===== src/rtl/cu_pkg.sv =====
// cu_pkg: opcodes, instruction field helpers and ALU result type for compute_unit_pipe
package cu_pkg;
  localparam int MAX_DATA_W = 64;
  localparam logic [3:0] OP_NOP  = 4'h0;
  localparam logic [3:0] OP_MOV  = 4'h1;
  localparam logic [3:0] OP_SHL  = 4'h2;
  localparam logic [3:0] OP_SHR  = 4'h3;
  localparam logic [3:0] OP_LOAD = 4'h9;
  localparam logic [3:0] OP_ADD  = 4'hA;
  localparam logic [3:0] OP_SUB  = 4'hB;
  localparam logic [3:0] OP_AND  = 4'hC;
  localparam logic [3:0] OP_OR   = 4'hD;
  localparam logic [3:0] OP_NOT  = 4'hE;
  localparam logic [3:0] OP_XOR  = 4'hF;
  typedef struct packed {
    logic [MAX_DATA_W-1:0] data;
    logic                  carry;
    logic                  err;
  } alu_res_t;
  function automatic int instr_w(input int dw, input int aw);
    return 4 + aw + ((2 * aw > dw) ? 2 * aw : dw);
  endfunction
  function automatic int op_lsb(input int iw);
    return iw - 4;
  endfunction
  function automatic int tgt_lsb(input int iw, input int aw);
    return iw - 4 - aw;
  endfunction
  function automatic int src0_lsb(input int iw, input int aw);
    return iw - 4 - 2 * aw;
  endfunction
  function automatic int src1_lsb(input int iw, input int aw);
    return iw - 4 - 3 * aw;
  endfunction
endpackage


===== src/rtl/cu_alu.sv =====
// cu_alu: combinational ALU; CU_LEGACY3OP_EN folds operand c (tgt) into ADD/SUB/AND/OR/XOR
module cu_alu
  import cu_pkg::*;
#(
  parameter int DATA_W = 8
) (
  input  logic [3:0]        op,
  input  logic [DATA_W-1:0] a,
  input  logic [DATA_W-1:0] b,
  input  logic [DATA_W-1:0] c,
  input  logic [DATA_W-1:0] imm,
  output alu_res_t          res
);
  localparam int XW = DATA_W + 1;
  logic [XW-1:0]     sum, dif;
  logic [DATA_W-1:0] and_v, or_v, xor_v;
`ifdef CU_LEGACY3OP_EN
  assign sum   = XW'(a) + XW'(b) + XW'(c);
  assign dif   = XW'(a) - XW'(b) - XW'(c);
  assign and_v = a & b & c;
  assign or_v  = a | b | c;
  assign xor_v = a ^ b ^ c;
`else
  logic unused_c;
  assign unused_c = ^c;
  assign sum   = XW'(a) + XW'(b);
  assign dif   = XW'(a) - XW'(b);
  assign and_v = a & b;
  assign or_v  = a | b;
  assign xor_v = a ^ b;
`endif
  always_comb begin
    res = '0;
    case (op)
      OP_NOP:  res.data = '0;
      OP_MOV:  res.data = MAX_DATA_W'(a);
      OP_SHL:  begin res.data = MAX_DATA_W'({a[DATA_W-2:0], 1'b0}); res.carry = a[DATA_W-1]; end
      OP_SHR:  begin res.data = MAX_DATA_W'(a[DATA_W-1:1]); res.carry = a[0]; end
      OP_LOAD: res.data = MAX_DATA_W'(imm);
      OP_ADD:  begin res.data = MAX_DATA_W'(sum[DATA_W-1:0]); res.carry = sum[DATA_W]; end
      OP_SUB:  begin res.data = MAX_DATA_W'(dif[DATA_W-1:0]); res.carry = dif[DATA_W]; end
      OP_AND:  res.data = MAX_DATA_W'(and_v);
      OP_OR:   res.data = MAX_DATA_W'(or_v);
      OP_NOT:  res.data = MAX_DATA_W'(~a);
      OP_XOR:  res.data = MAX_DATA_W'(xor_v);
      default: res.err = 1'b1;
    endcase
  end
endmodule


===== src/rtl/compute_unit_pipe.sv =====
// compute_unit_pipe: 2-stage regfile+ALU pipe with forwarding; CU_LEGACY3OP_EN selects 3-operand ALU forms
module compute_unit_pipe
  import cu_pkg::*;
#(
  parameter  int DATA_W   = 8,
  parameter  int NUM_REGS = 16,
  localparam int REG_AW   = $clog2(NUM_REGS),
  localparam int INSTR_W  = instr_w(DATA_W, REG_AW)
) (
  input  logic               clk,
  input  logic               rst_n,
  input  logic               ena,
  input  logic               in_valid,
  output logic               in_ready,
  input  logic [INSTR_W-1:0] in_instr,
  output logic               out_valid,
  input  logic               out_ready,
  output logic [DATA_W-1:0]  out_data,
  output logic [REG_AW-1:0]  out_reg,
  output logic               out_zero,
  output logic               out_carry,
  output logic               out_err
);
  localparam int OP_L  = op_lsb(INSTR_W);
  localparam int TGT_L = tgt_lsb(INSTR_W, REG_AW);
  localparam int S0_L  = src0_lsb(INSTR_W, REG_AW);
  localparam int S1_L  = src1_lsb(INSTR_W, REG_AW);
  typedef struct packed {
    logic [3:0]        op;
    logic [REG_AW-1:0] tgt;
    logic [DATA_W-1:0] a, b, c, imm;
  } d_t;
  typedef struct packed {
    logic [DATA_W-1:0] data;
    logic [REG_AW-1:0] rg;
    logic              zero, carry, err;
  } o_t;
  logic [DATA_W-1:0] regs_q [NUM_REGS];
  logic [DATA_W-1:0] regs_d [NUM_REGS];
  d_t                d_q, d_d;
  o_t                o_q, o_d;
  logic              d_valid_q, d_valid_d, out_valid_q, out_valid_d;
  logic              d_adv, accept, wr, unused_hi;
  logic [REG_AW-1:0] tgt_f, s0_f, s1_f;
  logic [DATA_W-1:0] wdata;
  alu_res_t          res;
  assign tgt_f    = in_instr[TGT_L +: REG_AW];
  assign s0_f     = in_instr[S0_L +: REG_AW];
  assign s1_f     = in_instr[S1_L +: REG_AW];
  assign d_adv    = d_valid_q & ena & (!out_valid_q | out_ready);
  assign in_ready = rst_n & ena & (!d_valid_q | d_adv);
  assign accept   = in_valid & in_ready;
  cu_alu #(.DATA_W(DATA_W)) u_alu (
    .op (d_q.op),
    .a  (d_q.a),
    .b  (d_q.b),
    .c  (d_q.c),
    .imm(d_q.imm),
    .res(res)
  );
  assign wdata     = res.data[DATA_W-1:0];
  assign unused_hi = ^res.data;
  assign wr        = d_adv & (d_q.op != OP_NOP) & !res.err;
  // operands bypass the regfile when the advancing D instruction writes the same register
  always_comb begin
    regs_d = regs_q;
    if (wr) regs_d[d_q.tgt] = wdata;
    d_valid_d = accept | (d_valid_q & !d_adv);
    d_d = d_q;
    if (accept) begin
      d_d.op  = in_instr[OP_L +: 4];
      d_d.tgt = tgt_f;
      d_d.a   = (wr && d_q.tgt == s0_f) ? wdata : regs_q[s0_f];
      d_d.b   = (wr && d_q.tgt == s1_f) ? wdata : regs_q[s1_f];
      d_d.c   = (wr && d_q.tgt == tgt_f) ? wdata : regs_q[tgt_f];
      d_d.imm = in_instr[DATA_W-1:0];
    end
    out_valid_d = d_adv | (out_valid_q & !(ena & out_ready));
    o_d = o_q;
    if (d_adv) o_d = '{data: wdata, rg: d_q.tgt, zero: wdata == '0, carry: res.carry, err: res.err};
  end
  always_ff @(posedge clk or negedge rst_n) begin
    if (!rst_n) begin
      regs_q      <= '{default: '0};
      d_q         <= '0;
      o_q         <= '0;
      d_valid_q   <= 1'b0;
      out_valid_q <= 1'b0;
    end else begin
      regs_q      <= regs_d;
      d_q         <= d_d;
      o_q         <= o_d;
      d_valid_q   <= d_valid_d;
      out_valid_q <= out_valid_d;
    end
  end
  assign out_valid = out_valid_q;
  assign out_data  = o_q.data;
  assign out_reg   = o_q.rg;
  assign out_zero  = o_q.zero;
  assign out_carry = o_q.carry;
  assign out_err   = o_q.err;
endmodule


===== config.mk =====
export PLATFORM = sky130hd
export DESIGN_NAME = compute_unit_pipe
export DESIGN_NICKNAME = d
export VERILOG_FILES = /design/src/rtl/cu_pkg.sv /design/src/rtl/cu_alu.sv /design/src/rtl/compute_unit_pipe.sv
export SDC_FILE = /design/constraint.sdc
export NUM_CORES = 1
export LEC_CHECK = 0
export ABC_AREA = 1
export BUFFER_PORTS_ARGS = -buffer_cell sky130_fd_sc_hd__buf_2
export CORE_ASPECT_RATIO = 0.9
export CORE_MARGIN = 5
export CORE_UTILIZATION = 63
export DETAILED_ROUTE_END_ITERATION = 12
export PLACE_DENSITY = 0.81
export SLEW_MARGIN = 20
export SYNTH_ARGS = -nofsm -noshare
export SYNTH_HDL_FRONTEND = slang
export SYNTH_SLANG_ARGS = --single-unit

===== constraint.sdc =====
create_clock -name clk -period 2.6 [get_ports clk]
set_clock_uncertainty 0.1 [all_clocks]
set_input_delay 0.39 -clock clk [delete_from_list [all_inputs] [get_ports clk]]
set_output_delay 0.39 -clock clk [all_outputs]
set_load 0.005 [all_outputs]

Word-level counts from Yosys, hierarchy flattened
Cells that the tools add are included.
Widths: inputs -> output; s select.
{ "classes": {"add_sub_neg": 2, "magnitude_cmp": 4, "n_eq_ne": 12, "n_mux": 14, "bitwise_logic": 21, "n_reduce_logical": 11} }
{ "ops": {"columns": ["cell", "count"], "rows": [
  ["$bwmux 128", 1],
  ["$pmux 8 s10", 1],
  ["$bmux 8 s4", 2],
  ["$mux 8", 7],
  ["$demux 8 s4", 1],
  ["$eq 4x4->1 const B", 7],
  ["$ge 5x5->1 const B", 3],
  ["$not 4->5", 3],
  ["$reduce_or 11->1", 1],
  ["$and 1x1->1", 10],
  ["$add 8x8->9", 1],
  ["$sub 8x8->9", 1],
  ["$and 8x8->8", 1],
  ["$eq 4x2->1 const B", 2],
  ["$eq 4x4->1", 2],
  ["$logic_not 8->1", 1],
  ["$not 8->8", 1],
  ["$or 8x8->8", 1],
  ["$xor 8x8->8", 1],
  ["$lt 5x1->1 const B", 1],
  ["$eq 4x1->1 const B", 1],
  ["$logic_not 1->1", 4],
  ["$logic_not 4->1", 1],
  ["$or 1x1->1", 4],
  ["4 further kinds", 6]
]} }
{ "word_totals": {"regBits": 177, "input_bits": 21, "output_inout_bits": 17, "word_cells": 92} }

Logic depth before layout (Yosys ltp)
Gate-level depths: netlist of the first run.
{ "logic_depth": {"depth_word": 7, "mapped_depth": 16, "ltp_nobuf": 16} }

Modules after synthesis
From an unflattened synthesis of the first run, not the netlist that was laid out.
{ "hier_totals": {"cells_unflattened": 2101, "hier_area_um2": 13693.1} }
{ "by_module_without_submodules": {"columns": ["module", "n_inst", "cells_per_inst", "area_each_um2", "seq_area_each_um2"], "rows": [
  ["compute_unit_pipe", 1, 1761, 11763.8, 4629.4],
  ["cu_alu", 1, 340, 1929.4, 0.0]
]} }

Worst setup path before layout of the first run
Ideal clock, no wire load.
{ "synth_timing": {"path_kind": "register to register", "from": "reg d_q[24] (netlist bit)", "to": "reg d_q[26] (netlist bit)", "setup_ps": 132, "arrival_time_ps": 1913, "t_required_ps": 2368, "slack_ps": 454, "path_stages_with_launch": 11, "n_path_buf": 1, "period_less_slack_ps": 2146, "cell_sequence": "dfrtp_1 -> inv_1 -> ha_1 -> inv_1 -> fa_1 -> xnor2_1 -> a22oi_1 -> nand3_1 -> buf_2 -> o21ai_0 -> o22ai_1"} }
{ "synth_via": {"elab_chain_len": 3, "elab_cells_between_ends": 4, "cone_classes": "2 x add/sub; 2 x mux"} }
{ "synth_lines": {"columns": ["element", "line_no", "source"], "rows": [
  ["start: declaration", "compute_unit_pipe.sv:40", "d_t d_q, d_d;"],
  ["start signal: assignment", "compute_unit_pipe.sv:85", "d_q <= '0;"],
  ["start signal: assignment", "compute_unit_pipe.sv:91", "d_q <= d_d;"],
  ["$sub 8x8->9 or $add 8x8->9 (tied branches)", "cu_alu.sv:27, cu_alu.sv:26", null],
  ["$pmux 8 s10 *", "cu_alu.sv:34", "case (op)"],
  ["$mux 8 *", "compute_unit_pipe.sv:73", "d_d.a = (wr && d_q.tgt == s0_f) ? wdata : regs_q[s0_f];"]
]} }
Mark *: on every way between the ends. The rest lies on a longest branch, timed or not.
A chain may end at the register's enable or synchronous reset.

Final worst setup path of the first run
{ "layout_timing": {"from": "reg d_q[16] (netlist bit)", "to": "reg regs_q[14] (netlist bit)"} }
{ "layout_via": {"elab_chain_len": 3, "elab_cells_between_ends": 4, "cone_classes": "2 x add/sub; 2 x mux"} }
{ "layout_lines": {"columns": ["element", "line_no", "source"], "rows": [
  ["$sub 8x8->9 or $add 8x8->9 (tied branches)", "cu_alu.sv:27, cu_alu.sv:26", null],
  ["$pmux 8 s10 *", "cu_alu.sv:34", null],
  ["$bwmux 128 *", "compute_unit_pipe.sv:67", "if (wr) regs_d[d_q.tgt] = wdata;"],
  ["end signal: assignment", "compute_unit_pipe.sv:90", "regs_q <= regs_d;"],
  ["end: declaration", "compute_unit_pipe.sv:38", "logic [DATA_W-1:0] regs_q [NUM_REGS];"]
]} }
Marks and branches as above.

==> flow_summary_export.csv, run 1 <==
group,metric,value,unit
power_and_ir_drop,leakage,5.617,nW
placed_design,post-dp-hpwl,23.31,mm
routing,dr_total_vias,10650,
floorplanning,coreArea,16890,um^2
placed_design,place.gp.congestion,1.053,
power_and_ir_drop,power.internal,0.007873,W
status,outcome,"finished, violations left",
clocking,cts_buffer_depth,2,
worst_setup_path,slowest_stage,"dfrtp_1",
clocking,tritoncts,"built",
sta,worstMarginPinSlew,0.7408,ns
floorplanning,die_width,148.2,um
worst_setup_path,r2r_cells,13,
sta,max_freq,0.4023,GHz
sta,worst_slack,0.1141,ns
floorplanning,die_y,134.4,um
final_layout,layout.nets,1529,
floorplanning,placementRows,45,
global_routing,grt_pass1_vias,9837,
worst_setup_path,timing.critical_path.cells,"ha_2 > inv_1 > fa_1 > inv_1 > nand2_1 > nand2_1 > nand3_1 > nand2_1 > nand2_1 > nand3_1 > nand3b_1 > buf_12 > mux2_2",
power_and_ir_drop,p_sw,0.006241,W
flow_run,cap_violations,0,
final_layout,fill_cells,1323,
placed_design,place_ws,0.06157,ns
yosys,async_flop_share,1.000,
yosys,ys_dominant_reg_cell,"dfrtp_1",
status,failed_checks,"negative hold slack",
power_and_ir_drop,power_density,1171,nW/um^2
sta,hold_slack,-0.04497,ns
global_routing,grt_max_degree,131,
yosys,yosysUniqueCellTypes,32,
sta,fin_crit,2.486,ns
yosys,yosys.area.top_type_share,0.4091,
sta,period_share,0.9561,
final_layout,drive_gt1_frac,0.1165,
worst_setup_path,path_delay_family,"adder cells",
power_and_ir_drop,power_frac_seq,0.336,
floorplanning,start_util,0.6410,
final_layout,stdcell_count,1705,
final_layout,multi_input_area,5450,um^2
clocking,cts_sinks,177,
floorplanning,die-area,19910,um^2
sta,report.final.slew_viol_count,0,
routing,drtAntennaViolNets,0,
global_routing,antenna_found_initial,0,
sta,slew_headroom,0.5061,
worst_setup_path,crit_path_start_kind,"register",
worst_hold_path,min_path_type,"in -> async",
power_and_ir_drop,combPwrFrac,0.465,
power_and_ir_drop,p_clk_frac,0.199,
clocking,clk_pin_slew_worst_paths,0.08,ns
yosys,synthTopCellsByArea,"dfrtp_1 41%, nand2_1 12%, o21ai_0 9.4%",
sta,finalSetupViolCount,0,
yosys,yosysTopAreaCell,"dfrtp_1",
worst_setup_path,cp.required,2.83,ns
worst_setup_path,worstPathArrival,2.72,ns
clocking,htreeDepth,4,
final_layout,top_register,"regs_q",
final_layout,diodes,0,
clocking,root_buffer,"clkbuf_16",
global_routing,grt_first_pass_wirelength,53.46,mm
yosys,synth_seq_area_share,0.4091,
floorplanning,ios,38,
yosys,synth_area,10830,um^2
routing,drc,0,
sta,finalHoldViolCount,20,
worst_setup_path,r2r_start,"d_q[16]",
routing,wire_per_inst,19.81,um
worst_setup_path,critPathCaptureType,"register",
worst_setup_path,critPathBufInv,3,
placed_design,dpl.cell_count,1673,
clocking,cts_buffers,17,
clocking,clkLatencyLatePin,0.45,ns
worst_setup_path,crit_start,"d_q[16]",
worst_setup_path,cp.depth,13,
routing,drt-total-wl,33.78,mm
final_layout,largest_register_ffs,128,
final_layout,syn_to_final_growth,11.34,%
worst_setup_path,timing_worst_setup_path_type,"reg -> reg",
yosys,ys.warnings.count,0,
worst_setup_path,cpPeakStageDelay,0.40,ns
power_and_ir_drop,p_sw_frac,0.4422,
routing,dr.pass1.iters,7,
yosys,synthCells,1456,
yosys,synth_edf_count,0,
routing,drt_iter0_markers,1534,
worst_setup_path,path_max_fanout,20,
final_layout,regArea,4429,um^2
yosys,ys_seq_elements,177,
global_routing,grt_util_all_layers,0.3444,
yosys,syn-num-nets,1504,
power_and_ir_drop,ir_drop,692.5,uV
yosys,avgSynthCellArea,7.437,um^2
worst_setup_path,crit_path_frequent_cell,"nand2_1",
placed_design,io_buffers,37,
global_routing,overflow,0,
routing,viasPerCell,6.244,
==> cell usage in the layout (no fill, tap or decap), types with 2 or more instances in the layout <==
cell type,instances
nand3_2,2
inv_2,3
nand2_1,359
nand3_4,4
a21oi_1,91
buf_2,35
nand3_1,151
ha_1,23
clkbuf_16,17
o211ai_1,48
o21a_1,42
ha_2,2
inv_1,132
buf_12,7
nor2_1,53
xnor2_1,2
nand3b_1,3
clkinv_4,4
fa_1,2
inv_6,3
buf_4,54
clkinv_1,7
dfrtp_1,177
o22ai_1,9
clkinvlp_4,4
o21ai_0,204
nor2_4,16
mux2_2,13
bufinv_16,4
nor3_1,4
nand4_1,9
nor2_2,2
==> area by class of cell <==
class,count,share of cell area
Clock buffer,18,0.03560
Clock inverter,14,0.01692
Inverter,144,0.04536
Multi-Input combinational cell,1044,0.4521
Sequential cell,177,0.3674
Tap cell,211,0.02190
Timing Repair Buffer,97,0.06072
==> stage by stage <==
step	power, W	TNS [ns]	instance area, um^2	util	hold WS (ns)
6_report	0.01411	0	12060	0.7137	-0.04497
4_1_cts	0.01391	0	12030	0.7124	0.006279
5_1_grt	0.01504	-0.002508	12060	0.7137	0.03010
2_1_floorplan	0.008772	0	10830	-	-0.005591
3_3_place_gp	0.01091	0	11400	0.6750	0.3617
3_5_place_dp	0.01108	0	11400	0.6750	0.3618
==> power by group through the flow <==
stage                     sequential (W)  combinational (W)  clock, W
after floorplan                  0.00457            0.00420         0
after global placement           0.00469            0.00623         0
after detailed placement         0.00474            0.00634         0
after CTS                        0.00471            0.00639   0.00281
after global routing             0.00486            0.00724   0.00294
final                            0.00474            0.00657   0.00281
==> cell families after synthesis <==
kind of cell	Yosys count	synth area share
buffers and inverters	235	0.08898
DFF	177	0.4091
adders and majority gates	27	0.03259
AOI/OAI and AO/OA	397	0.2061
muxes	13	0.01352
and+or+nand+nor	605	0.2481
xor gates and xnor gates	2	0.001618
==> final timing paths <==
path                                to  slack, ns
max                         regs_q[14]       0.11
min                            d_q[27]      -0.04
max reg2reg                 regs_q[14]       0.11
min reg2reg                out_data[7]       0.38
max in group asynchronous  regs_q[127]       1.88
min in group clk               d_q[37]       0.04
==> synthesized netlist by cell type, drive strengths merged, types with 4 or more instances <==
cell,count
a21oi,91
buf,49
clkbuf,42
clkinv,8
dfrtp,177
ha,25
inv,136
mux2,13
nand2,359
nand3,157
nand4,9
nor2,71
nor3,4
o211ai,48
o21a,42
o21ai,205
o22ai,9
==> timing repair <==
action / CTS / global route
gates resized for setup: 1 / 8
setup endpoints to repair: 1 / 39
setup buffers: 0 / 0
hold buffers: 0 / 0
==> per-layer routing <==
metal,vias up,share of wire,track usage
li1,4895,-,-
met1,5003,0.42,0.5163
met2,639,0.43,0.4852
met3,109,0.12,0.07399
met4,0,0.035,0.1401
met5,-,0,0
Power figures use the tool's default switching activity.
==> run 2, diff against run 1 <==
--- a/config.mk
+++ b/config.mk
@@ -12,6 +12,7 @@
 export CORE_UTILIZATION = 63
 export DETAILED_ROUTE_END_ITERATION = 12
 export PLACE_DENSITY = 0.81
+export RECOVER_POWER = 100
 export SLEW_MARGIN = 20
 export SYNTH_ARGS = -nofsm -noshare
 export SYNTH_HDL_FRONTEND = slang
==> run 2 against run 1 <==
Against the previous run:
- flip-flop and latch count unchanged
- non-clock buffer count did not move
- sequential share of layout area up 0.15 points
- wire length decreased by 0.24%
- the flow finishes with violations (max-capacitance violations, max-slew violations)
- critical path depth unchanged
- combinational power down 0.9%
- fmax decreased by 0.44%
- utilization is 0.30 points lower
- register-to-register slack is essentially flat
- via count up 0.25%
- final cell count unchanged
- sequential power is essentially flat
==> flow_summary_export.csv, run 2 (synthesis gave the netlist of run 1 again) <==
group,metric,value,unit
status,outcome,"finished, violations left",
status,failed_checks,"max-capacitance violations, max-slew violations",
floorplanning,die-area,19910,um^2
routing,dr.pass1.iters,5,
flow_run,cap_violations,1,
sta,worstMarginPinSlew,1.844,ns
worst_hold_path,min_path_type,"in -> reg",
worst_setup_path,path_max_fanout,20,
sta,hold_slack,0.03971,ns
sta,worst_slack,0.1031,ns
power_and_ir_drop,finalPower,0.01406,W
worst_setup_path,cpPeakStageDelay,0.40,ns
global_routing,grt_util_all_layers,0.3444,
final_layout,diodes,0,
clocking,htreeDepth,4,
sta,slew_headroom,-0.2296,
global_routing,grt_max_degree,131,
final_layout,final_cell_mix,"359 x nand2_1, 204 x o21ai_0, 177 x dfrtp_1",
final_layout,drive_gt1_frac,0.1084,
sta,report.final.slew_viol_count,131,
final_layout,layout.nets,1529,
worst_setup_path,reg2reg_to,"regs_q[14]",
worst_setup_path,critPathCaptureType,"register",
global_routing,grt_pass1_vias,9837,
sta,max_freq,0.4005,GHz
placed_design,dpl_cell_area,11400,um^2
worst_setup_path,crit_start,"d_q[16]",
placed_design,dpl.cell_count,1673,
floorplanning,die_width,148.2,um
floorplanning,coreArea,16890,um^2
sta,period_share,0.9604,
global_routing,antenna_found_initial,0,
routing,viasPerCell,6.260,
floorplanning,start_util,0.6410,
worst_setup_path,critPathCapture,"regs_q[14]",
worst_setup_path,r2r_cells,13,
clocking,tritoncts,"built",
power_and_ir_drop,power_density,1171,nW/um^2
routing,drtAntennaViolNets,0,
worst_hold_path,min_from,"in_instr[13]",
clocking,clkLatencyLatePin,0.45,ns
placed_design,post-dp-hpwl,23.31,mm
routing,drt-total-wl,33.70,mm
sta,finalSetupViolCount,0,
worst_setup_path,cp.required,2.83,ns
final_layout,syn_to_final_growth,10.87,%
routing,drc,0,
worst_setup_path,crit_path_start_kind,"register",
clocking,clk_pin_slew_worst_paths,0.07,ns
placed_design,place_ws,0.06157,ns
worst_setup_path,slowest_stage,"dfrtp_1",
clocking,cts_buffer_depth,2,
placed_design,place.gp.congestion,1.053,
worst_setup_path,timing_worst_setup_path_type,"reg -> reg",
floorplanning,placementRows,45,
power_and_ir_drop,leakage,5.568,nW
final_layout,layout_commonest_cell,"nand2_1",
worst_setup_path,reg2reg_slack,0.10,ns
routing,wire_per_inst,19.76,um
routing,dr_total_vias,10670,
clocking,cts_buffers,17,
floorplanning,ios,38,
global_routing,overflow,0,
final_layout,fill_cells,1338,
power_and_ir_drop,ir_drop,692.5,uV
final_layout,top_register,"regs_q",
worst_setup_path,crit_path_frequent_cell,"nand2_1",
clocking,cts_sinks,177,
placed_design,io_buffers,37,
clocking,cts_setup_buffers,0,
worst_setup_path,r2r_start,"d_q[16]",
final_layout,fin_area,12010,um^2
floorplanning,die_y,134.4,um
sta,fin_crit,2.497,ns
routing,drt_iter0_markers,1645,
sta,finalHoldViolCount,0,
global_routing,grt_first_pass_wirelength,53.46,mm
worst_setup_path,timing.critical_path.cells,"ha_2 > inv_1 > fa_1 > inv_1 > nand2_1 > nand2_1 > nand3_1 > nand2_1 > nand2_1 > nand3_1 > nand3b_1 > buf_12 > mux2_2",
worst_setup_path,worstPathArrival,2.73,ns
clocking,root_buffer,"clkbuf_16",
final_layout,largest_register_ffs,128,
final_layout,stdcell_count,1705,
-- run 2: per-stage QoR --
stage | util | TNS (ns)
2_1_floorplan | - | 0
6_report | 0.7107 | 0
3_3_place_gp | 0.6750 | 0
5_1_grt | 0.7107 | -0.002508
4_1_cts | 0.7124 | 0
3_5_place_dp | 0.6750 | 0
-- run 2: report_power, final --
part / total (W) / internal (W) / switching [W]
clock network: 0.00281 / 0.00162 / 0.00119
registers: 0.00474 / 0.00396 / 0.000779
logic: 0.00651 / 0.00224 / 0.00427
total: 0.0141 / 0.00783 / 0.00624
-- run 2: worst min path at each step --
stage	to	slack [ns]	cells after the start
final	d_q[37]	0.04	3
after detailed placement	out_data[7]	0.36	2
after global placement	out_data[7]	0.36	2
after global routing	d_q[33]	0.06	3
after CTS	out_data[7]	0.006	2
after floorplan	d_q[0]	-0.006	0
-- run 2: area by class of cell --
class / count / area (um^2) / share of cell area
Tap cell: 211 / 264.0 / 0.02199
Multi-Input combinational cell: 1044 / 5445 / 0.4536
Inverter: 144 / 546.8 / 0.04554
Clock inverter: 14 / 203.9 / 0.01699
Sequential cell: 177 / 4429 / 0.3689
Clock buffer: 18 / 429.2 / 0.03575
Timing Repair Buffer: 97 / 686.9 / 0.05722
-- run 2: timing repair --
item / in CTS / in global routing
resized for setup: 1 / 8
pin swaps: 0 / 0
hold buffers: 0 / 0
setup endpoints to repair: 1 / 39
endpoints found under the hold margin: 0 / 0
-- run 2: routing by layer --
layer  share of wire  track usage  vias up  wire length, um
met5               0            0        -                0
met4           0.036       0.1401        0             1219
met3            0.11      0.07399      105             3813
met2            0.43       0.4852      638            14460
met1            0.42       0.5163     5024            14200
li1                -            -     4906                -
-- run 2: critical path: cells and delay by family (launching register included) --
family,cells,cell delay (ns)
simple gates,7,0.67
fa+ha+maj,2,0.63
flops,1,0.40
buf+inv,3,0.32
mux,1,0.27
